===== src/rtl/sysid_check_wdog.sv =====
// rtl/sysid_check_wdog.sv - per-read stall counter for the sysid boot checker
module sysid_check_wdog #(
    parameter int unsigned TIMEOUT_CYCLES = 255
) (
    input  logic clock,
    input  logic reset,
    input  logic clr,
    input  logic en,
    output logic expired
);

    localparam int unsigned W = $clog2(TIMEOUT_CYCLES + 1);
    localparam logic [W-1:0] LAST = W'(TIMEOUT_CYCLES - 1);

    logic [W-1:0] count;

    // Count stalled cycles of the current read; cleared when a new read begins
    always_ff @(posedge clock) begin
        if (reset || clr) begin
            count <= '0;
        end else if (en) begin
            count <= count + 1'b1;
        end
    end

    // Expiry fires during the stalled cycle whose ending edge is the last allowed one
    assign expired = en && (count == LAST);

endmodule


===== config.mk =====
export PLATFORM = sky130hd
export DESIGN_NAME = sysid_check_wdog
export DESIGN_NICKNAME = d
export VERILOG_FILES = /design/src/rtl/sysid_check_wdog.sv
export SDC_FILE = /design/constraint.sdc
export NUM_CORES = 1
export LEC_CHECK = 0
export BUFFER_PORTS_ARGS = -buffer_cell sky130_fd_sc_hd__buf_2
export CORE_AREA = 2 2 39 41
export CTS_CLUSTER_DIAMETER = 100
export CTS_CLUSTER_SIZE = 20
export DETAILED_ROUTE_END_ITERATION = 10
export DIE_AREA = 0 0 41 43
export PLACE_DENSITY = 0.47
export SYNTH_ARGS = -nofsm -noshare
export SYNTH_HDL_FRONTEND = slang
export SYNTH_SLANG_ARGS = --single-unit

===== constraint.sdc =====
create_clock -name clock -period 1.3 [get_ports clock]
set_input_delay 0.065 -clock clock [delete_from_list [all_inputs] [get_ports clock]]
set_output_delay 0.065 -clock clock [all_outputs]
set_load 0.01 [all_outputs]

* Word-level counts from Yosys, hierarchy flattened
Cells that the tools add are included.
** Operators by class
- $add $sub $neg :: 1
- $mul :: 0
- Divide/modulo/power cells :: 0
- $lt $le $gt $ge :: 0
- Equal/unequal tests :: 1
- Shifts and indexed selects :: 0
- Muxes and demuxes :: 0
- Bitwise logic cells :: 0
- Reductions and logical operators :: 2
** Operator list (number)
- 8-bit by 1-bit adder with 8-bit output, second input constant :: 1
- 8-bit == test, second input constant :: 1
- 1-bit logical AND :: 1
- 1-bit logical OR :: 1
** Storage, ports and cells
- Register bits :: 8
- Bits in latches :: 0
- Memory bits (writable) :: 0
- Memory bits (read-only) :: 0
- Logic and storage cells :: 5
- Memories kept :: 0

* Depth between registers and ports, before layout
Gate-level depths: netlist of the first run.
- Depth after elaboration :: 2
- Mapped depth :: 4
- Gate-level depth less buffers :: 4

* Least setup slack after synthesis of the first run
No wires, ideal clock.
- Path type :: flip-flop to flip-flop
- Start :: register count[0]
- End :: register count[6]
- Library setup time :: 0.070 ns
- Arrival :: 1.064 ns
- Required time :: 1.230 ns
- Setup slack :: 0.165 ns
- Cell stages (with the launch flop) :: 5
- Buffers on the path :: 0
- Period minus slack after synthesis :: 1.135 ns
- Cells stage by stage :: dfxtp_1 -> ha_1 -> nand3_1 -> or3_1 -> a21oi_1
** Between the ends
- Word-level cells in the longest chain between the ends :: 1
** Ends and longest elaborated chain
- start, declared :: line 15 : logic [W-1:0] count;
- start signal, assigned :: line 22 : count <= count + 1'b1;
- 8-bit by 1-bit adder with 8-bit output :: line 22
Every way passes these cells.
A chain may end at the register's enable or synchronous reset.

* Worst setup path after layout of the first run
- Start :: register count[1]
- End :: register count[6]
Same word-level chain as after synthesis.

==> metrics.cfg, run 1 <==
[clock_network]
cts_hold_buf=0
h-tree-depth=1
path_clk_slew_ns=0.06
clk_latency_ns=0.25
clockBufferDepth=2
cts_sinks=8
cts_tree=yes
cts_buffers=3
cts-root-buf=clkbuf_4

[critical_path]
reg2reg_slack_ns=0.09
cp_slowest_cell=dfxtp_2
end_kind=register
worstPathRequired_ns=1.49
crit_path_max_fanout=3
crit_buf_inv=1
crit_chain=buf_4 > ha_1 > nand3_1 > or3_1 > a21oi_1
worst-setup-path-type=reg2reg
cp_top_family=simple AND/OR/NAND/NOR gates
max_stage_delay_ns=0.33
cp-start-kind=register
crit_arrival_ns=1.40

[sta]
skew_ns=0.00603
setup_viol=0
finalHoldViolCount=0
slew_headroom_pct=85.7
max_freq_mhz=828
slew_viol_final=0
timing.final.crit_share_pct=92.9
rsz0062_at_grt=false
worst_slew_pin_slew_ns=0.214
period_needed_ns=1.21
tns_ns=0
fin_hold_ws_ns=0.114

[finish]
stdcell_count=68
syn_to_final_growth_pct=29.2
fin_nets=60
reg.largest.list=count (8)
n_antenna_cell=0
final_cell_mix=nor2_1 (6), dfxtp_1 (6), buf_2 (4), buf_4 (4)
final_area_um2=477
largest_register_ffs=8
top_register=count
drive_above_1_share_pct=34.6

[routing]
drc_errors=0
wirelength_um=692
vias=314
drtPass1Iterations=4
viasPerCell=4.62
wl_per_cell_um=10.2
drt_iter0_drc=7
ant_nets=0

[synthesis]
syn_inst=42
postSynthAreaPerCell_um2=8.79
synth_nets=48
syn_area_um2=369
synth.distinct_cells=17
yosysSeqAreaShare_pct=43.4
ys_warn_count=0
ys_seq_elements=8

[global_route]
grt-ovfl-total=0
met2_usage_pct=14.1
busiest_layer=met2
grt_pass1_vias=304
grt_max_degree=9
use_met3_pct=1.57
grt_pass1_wl_um=1250
gr-usage-met1_pct=14.0
track_usage_pct=11.0
antenna_found_initial=0

[die]
core_area_mm2=0.00138
die_w_um=41
io_pins=5
dieArea_mm2=0.00176
start_util_pct=26.7
die_h_um=43
rows=14

[placed_design]
place.port_buffers=4
placed_area_um2=420
place_inst=63
gp_congestion=0.672
hpwlAfterDp_um=474

[power]
power.total_mw=0.473
power_density_mw_per_mm2=992
p_leak_nw=0.185
max-vdd-ir-drop_mv=0.549

[worst_hold_path]
hold_class=in2reg

[run]
drv_cap=0

[status]
status=completed

[final timing paths]
kind / startpoint / to / cells past startpoint
worst max-delay path: count[1] / count[6] / 5
worst min-delay path: en / count[1] / 2
worst max register to register: count[1] / count[6] / 5
worst min register to register: count[6] / count[6] / 2
[layout make-up]
class / instances / area [µm²]
Fill cell: 148 / 907
Multi-Input combinational cell: 31 / 206
Sequential cell: 8 / 163
Timing Repair Buffer: 9 / 61.3
Clock buffer: 3 / 22.5
Tap cell: 16 / 20.0
Inverter: 1 / 3.75
[per-stage QoR]
| stage | worst slack, ns | util, % |
|---|---|---|
| 2_1_floorplan | 0.165 | - |
| 3_3_place_gp | 0.161 | 30.4 |
| 3_5_place_dp | 0.135 | 30.4 |
| 4_1_cts | 0.0127 | 32.1 |
| 5_1_grt | 0.0126 | 34.4 |
| 6_report | 0.0922 | 34.4 |
[logic make-up after synthesis]
logic type / after synthesis / synth area share (%)
and+or+nand+nor: 18 / 26.1
DFF: 8 / 43.4
AOI/OAI and AO/OA: 7 / 10.2
xor gates and xnor gates: 4 / 9.49
buffers and inverters: 3 / 4.07
adders and majority gates: 2 / 6.78
[synthesized netlist by cell type, drive strengths merged]
library cell	n	share of area [%]
dfxtp	8	43
nor2	6	6.1
nand4	4	8.5
a21oi	3	4.1
o21ai	3	4.1
or3	3	5.1
xor2	3	7.1
ha	2	6.8
nand2	2	2.0
nand3	2	2.7
a211oi	1	2.0
buf	1	2.0
clkbuf	1	1.0
inv	1	1.0
or2	1	1.7
xnor2	1	2.4
[layer usage]
layer,up-vias,wire length [µm]
li1,168,-
met1,139,319
met2,5,346
met3,2,18
met4,0,8
met5,-,0
[report_power, final]
group | switching [mW] | leakage [nW] | internal, mW
logic | 0.0155 | 0.105 | 0.0170
registers | 0.00351 | 0.0655 | 0.249
clock network | 0.0823 | 0.0138 | 0.106
[timing repair]
item | in CTS | in global routing
cloned | 0 | 0
endpoints found under the setup margin | 1 | 1
endpoints found under the hold margin | 0 | 0
pin swaps | 0 | 1
buffers inserted | 0 | 3
resized for setup | 1 | 5
No activity file was read; power rests on OpenSTA's default activity.
==> inputs of run 2 (changes only) <==
Settings changed: ABC_AREA set to 1, PLACE_DENSITY 0.47 to 0.49.
==> run 2 against run 1 <==
Compared with the run above:
- sequential share of layout area is 0.36 points lower
- synthesized cell count up 24%
- final cell count grew 13%
- non-clock buffer count is 2 lower
- hold slack lost 0.020 ns
- utilization is 0.90 points higher
- global-route usage increased by 0.19 points
==> metrics.cfg, run 2 <==
[clock_network]
clk_latency_ns=0.26  ; about the same
clockBufferDepth=2  ; unchanged
cts_tree=yes
h-tree-depth=1  ; unchanged
cts_sinks=8  ; unchanged
cts_hold_buf=0  ; unchanged
cts_buffers=3  ; unchanged
cts-root-buf=clkbuf_4
path_clk_slew_ns=0.06  ; about the same

[sta]
setup_ws_ns=0.0491  ; -0.0431 ns
worst_slew_pin_slew_ns=0.192  ; -0.0226 ns
slew_viol_final=0  ; unchanged
rsz0062_at_grt=false
slew_headroom_pct=87.1  ; +1.4 points
tns_ns=0  ; unchanged
timing.final.crit_share_pct=96.2  ; +3.3 points
max_freq_mhz=799  ; -3.4%
fin_hold_ws_ns=0.0943  ; -0.0201 ns
finalHoldViolCount=0  ; unchanged
skew_ns=0.00454  ; -0.00150 ns
period_needed_ns=1.25  ; +0.0431 ns
setup_viol=0  ; unchanged

[finish]
reg.largest.list=count (8)
top_register=count
final_area_um2=489  ; +2.6%
n_antenna_cell=0  ; unchanged
final_cell_mix=nand2_1 (7), nor2_1 (7), a21oi_1 (7)
drive_above_1_share_pct=29.5  ; -5.1 points
utilization_pct=35.4  ; +0.90 points
stdcell_count=77  ; +13%
syn_to_final_growth_pct=24.1
fin_nets=69  ; +15%
largest_register_ffs=8  ; unchanged

[routing]
wirelength_um=746  ; +7.8%
vias=360  ; +15%
met2_length_um=304  ; -12%
viasPerCell=4.68  ; +1.2%
ant_nets=0  ; unchanged
drc_errors=0  ; unchanged
wl_per_cell_um=9.69  ; -4.8%
dr_wl_met3_um=56  ; +210%
drt_iter0_drc=4  ; -3
drtPass1Iterations=4  ; unchanged
highest_layer=met3
wl_met1_um=384  ; +20%

[critical_path]
reg2reg_slack_ns=0.13  ; +0.04 ns
worstPathRequired_ns=1.24  ; -0.25 ns
crit_path_max_fanout=2  ; -1
cp-start-kind=register
rr_worst_depth=6  ; +1
worst-setup-path-type=reg2out
end_kind=output port
timing.rr.start=count[0]
r2r-end=count[4]
crit_arrival_ns=1.19  ; -0.21 ns

[die]
die_h_um=43  ; unchanged
die_w_um=41  ; unchanged
rows=14  ; unchanged
start_util_pct=28.5  ; +1.8 points
dieArea_mm2=0.00176  ; unchanged
core_area_mm2=0.00138  ; unchanged
io_pins=5  ; unchanged

[worst_hold_path]
hold_depth=2  ; unchanged
hold_class=in2reg
worstHoldEndpoint=count[1]
hold_start=en

[synthesis]
synth_top_area_cell=dfxtp_1
yosysMostFrequentCell=dfxtp_1
synth_xor_area_share_pct=0  ; -9.5 points
synth_nets=58  ; +21%
ys_warn_count=0  ; unchanged
syn_area_um2=394  ; +6.8%
synth_top_family_by_area=simple AND/OR/NAND/NOR gates
synth_edf_count=0  ; unchanged
muxShareOfSynthArea_pct=0  ; unchanged
synthTopCellsByArea=dfxtp_1 (41%), a21oi_1 (8.9%), nand2_1 (6.7%), nor2_1 (6.7%), ha_1 (6.3%)
synth_top_cell_area_share_pct=40.6  ; -2.8 points
synthSimpleGateAreaFrac_pct=31.4  ; +5.3 points
async_flop_share_pct=0  ; unchanged
synthFlopType=dfxtp_1
synth.distinct_cells=16  ; -1
synthAdderAreaFrac_pct=6.35  ; -0.43 points
synth_compound_area_share_pct=14.0  ; +3.8 points
syn_inst=52  ; +24%
yosysSeqAreaShare_pct=40.6  ; -2.8 points
ys_seq_elements=8  ; unchanged
synthTopCellsByCount=dfxtp_1 (8), a21oi_1 (7), nand2_1 (7), nor2_1 (7), inv_1 (6)
postSynthAreaPerCell_um2=7.58  ; -14%

[placed_design]
placed_area_um2=434  ; +3.3%
dpl_worst_slack_ns=0.177  ; +0.0421 ns
hpwlAfterDp_um=539  ; +14%
gp_congestion=0.638  ; -5.0%
place_inst=72  ; +14%
place.port_buffers=4  ; unchanged

[global_route]
grt-ovfl-total=0  ; unchanged
grt_pass1_vias=302  ; -0.66%
grt_pass1_wl_um=1240  ; -1.0%
track_usage_pct=11.2  ; +0.19 points
antenna_found_initial=0  ; unchanged
grt_max_degree=9  ; unchanged

[power]
power_density_mw_per_mm2=975  ; -1.7%
power.total_mw=0.477  ; +0.90%
p_leak_nw=0.210  ; +13%
max-vdd-ir-drop_mv=0.389  ; -29%

[run]
drv_cap=0  ; unchanged

[status]
status=completed

[run 2: cell types whose count changed in the layout (fill, tap and decap cells not counted), sizes merged, moves of 2 or more]
cell	delta
nand2	+7
inv	+5
a21oi	+4
or3	-3
xor2	-3
buf	-2
nand3	+2
nand4	-2
nor2	+2
[run 2: worst max-delay path, stage by stage, from the launching register on]
cell	delay, ns
dfxtp_4	0.34
inv_2	0.06
ha_4	0.12
nand4_1	0.07
nor3_1	0.18
buf_2	0.17
[run 2: repair_timing]
action,CTS,global route
pin swaps,2,1
setup endpoints to repair,1,1
gates resized for setup,5,1
buffers inserted,2,0
gates cloned,0,0
[run 2: logic make-up (layout without fill, tap and decap cells)]
group,Yosys count,count (layout)
buffers and inverters,7,16
AO/OA/AOI/OAI,11,11
AND/OR/NAND/NOR,24,24
flip-flops,8,8
adder cells (fa/ha/maj),2,2
[run 2: final cells by class]
cell class	instances	area (µm²)
sequential	8	165
clock buffer	3	22.5
inverter	6	22.5
multi-input combinational	37	216
timing repair buffer	7	42.5
fill	152	895
tap	16	20.0
[run 2: worst max-delay path by stage]
stage,cells after the start,startpoint,to
2_1_floorplan,6,count[0],count[6]
3_3_place_gp,6,count[0],count[6]
3_5_place_dp,6,count[0],count[6]
4_1_cts,5,count[0],expired
5_1_grt,5,count[0],expired
6_report,5,count[0],expired
[run 2: per-layer routing]
metal	vias up	GRT usage, %
met5	-	0
met4	0	6.00
li1	191	-
met1	160	13.9
met2	9	13.8
met3	0	7.85
[run 2: report_power, final]
| part | internal (mW) | switching (mW) |
|---|---|---|
| registers | 0.247 | 0.00212 |
| logic | 0.0157 | 0.0184 |
| clock network | 0.106 | 0.0877 |
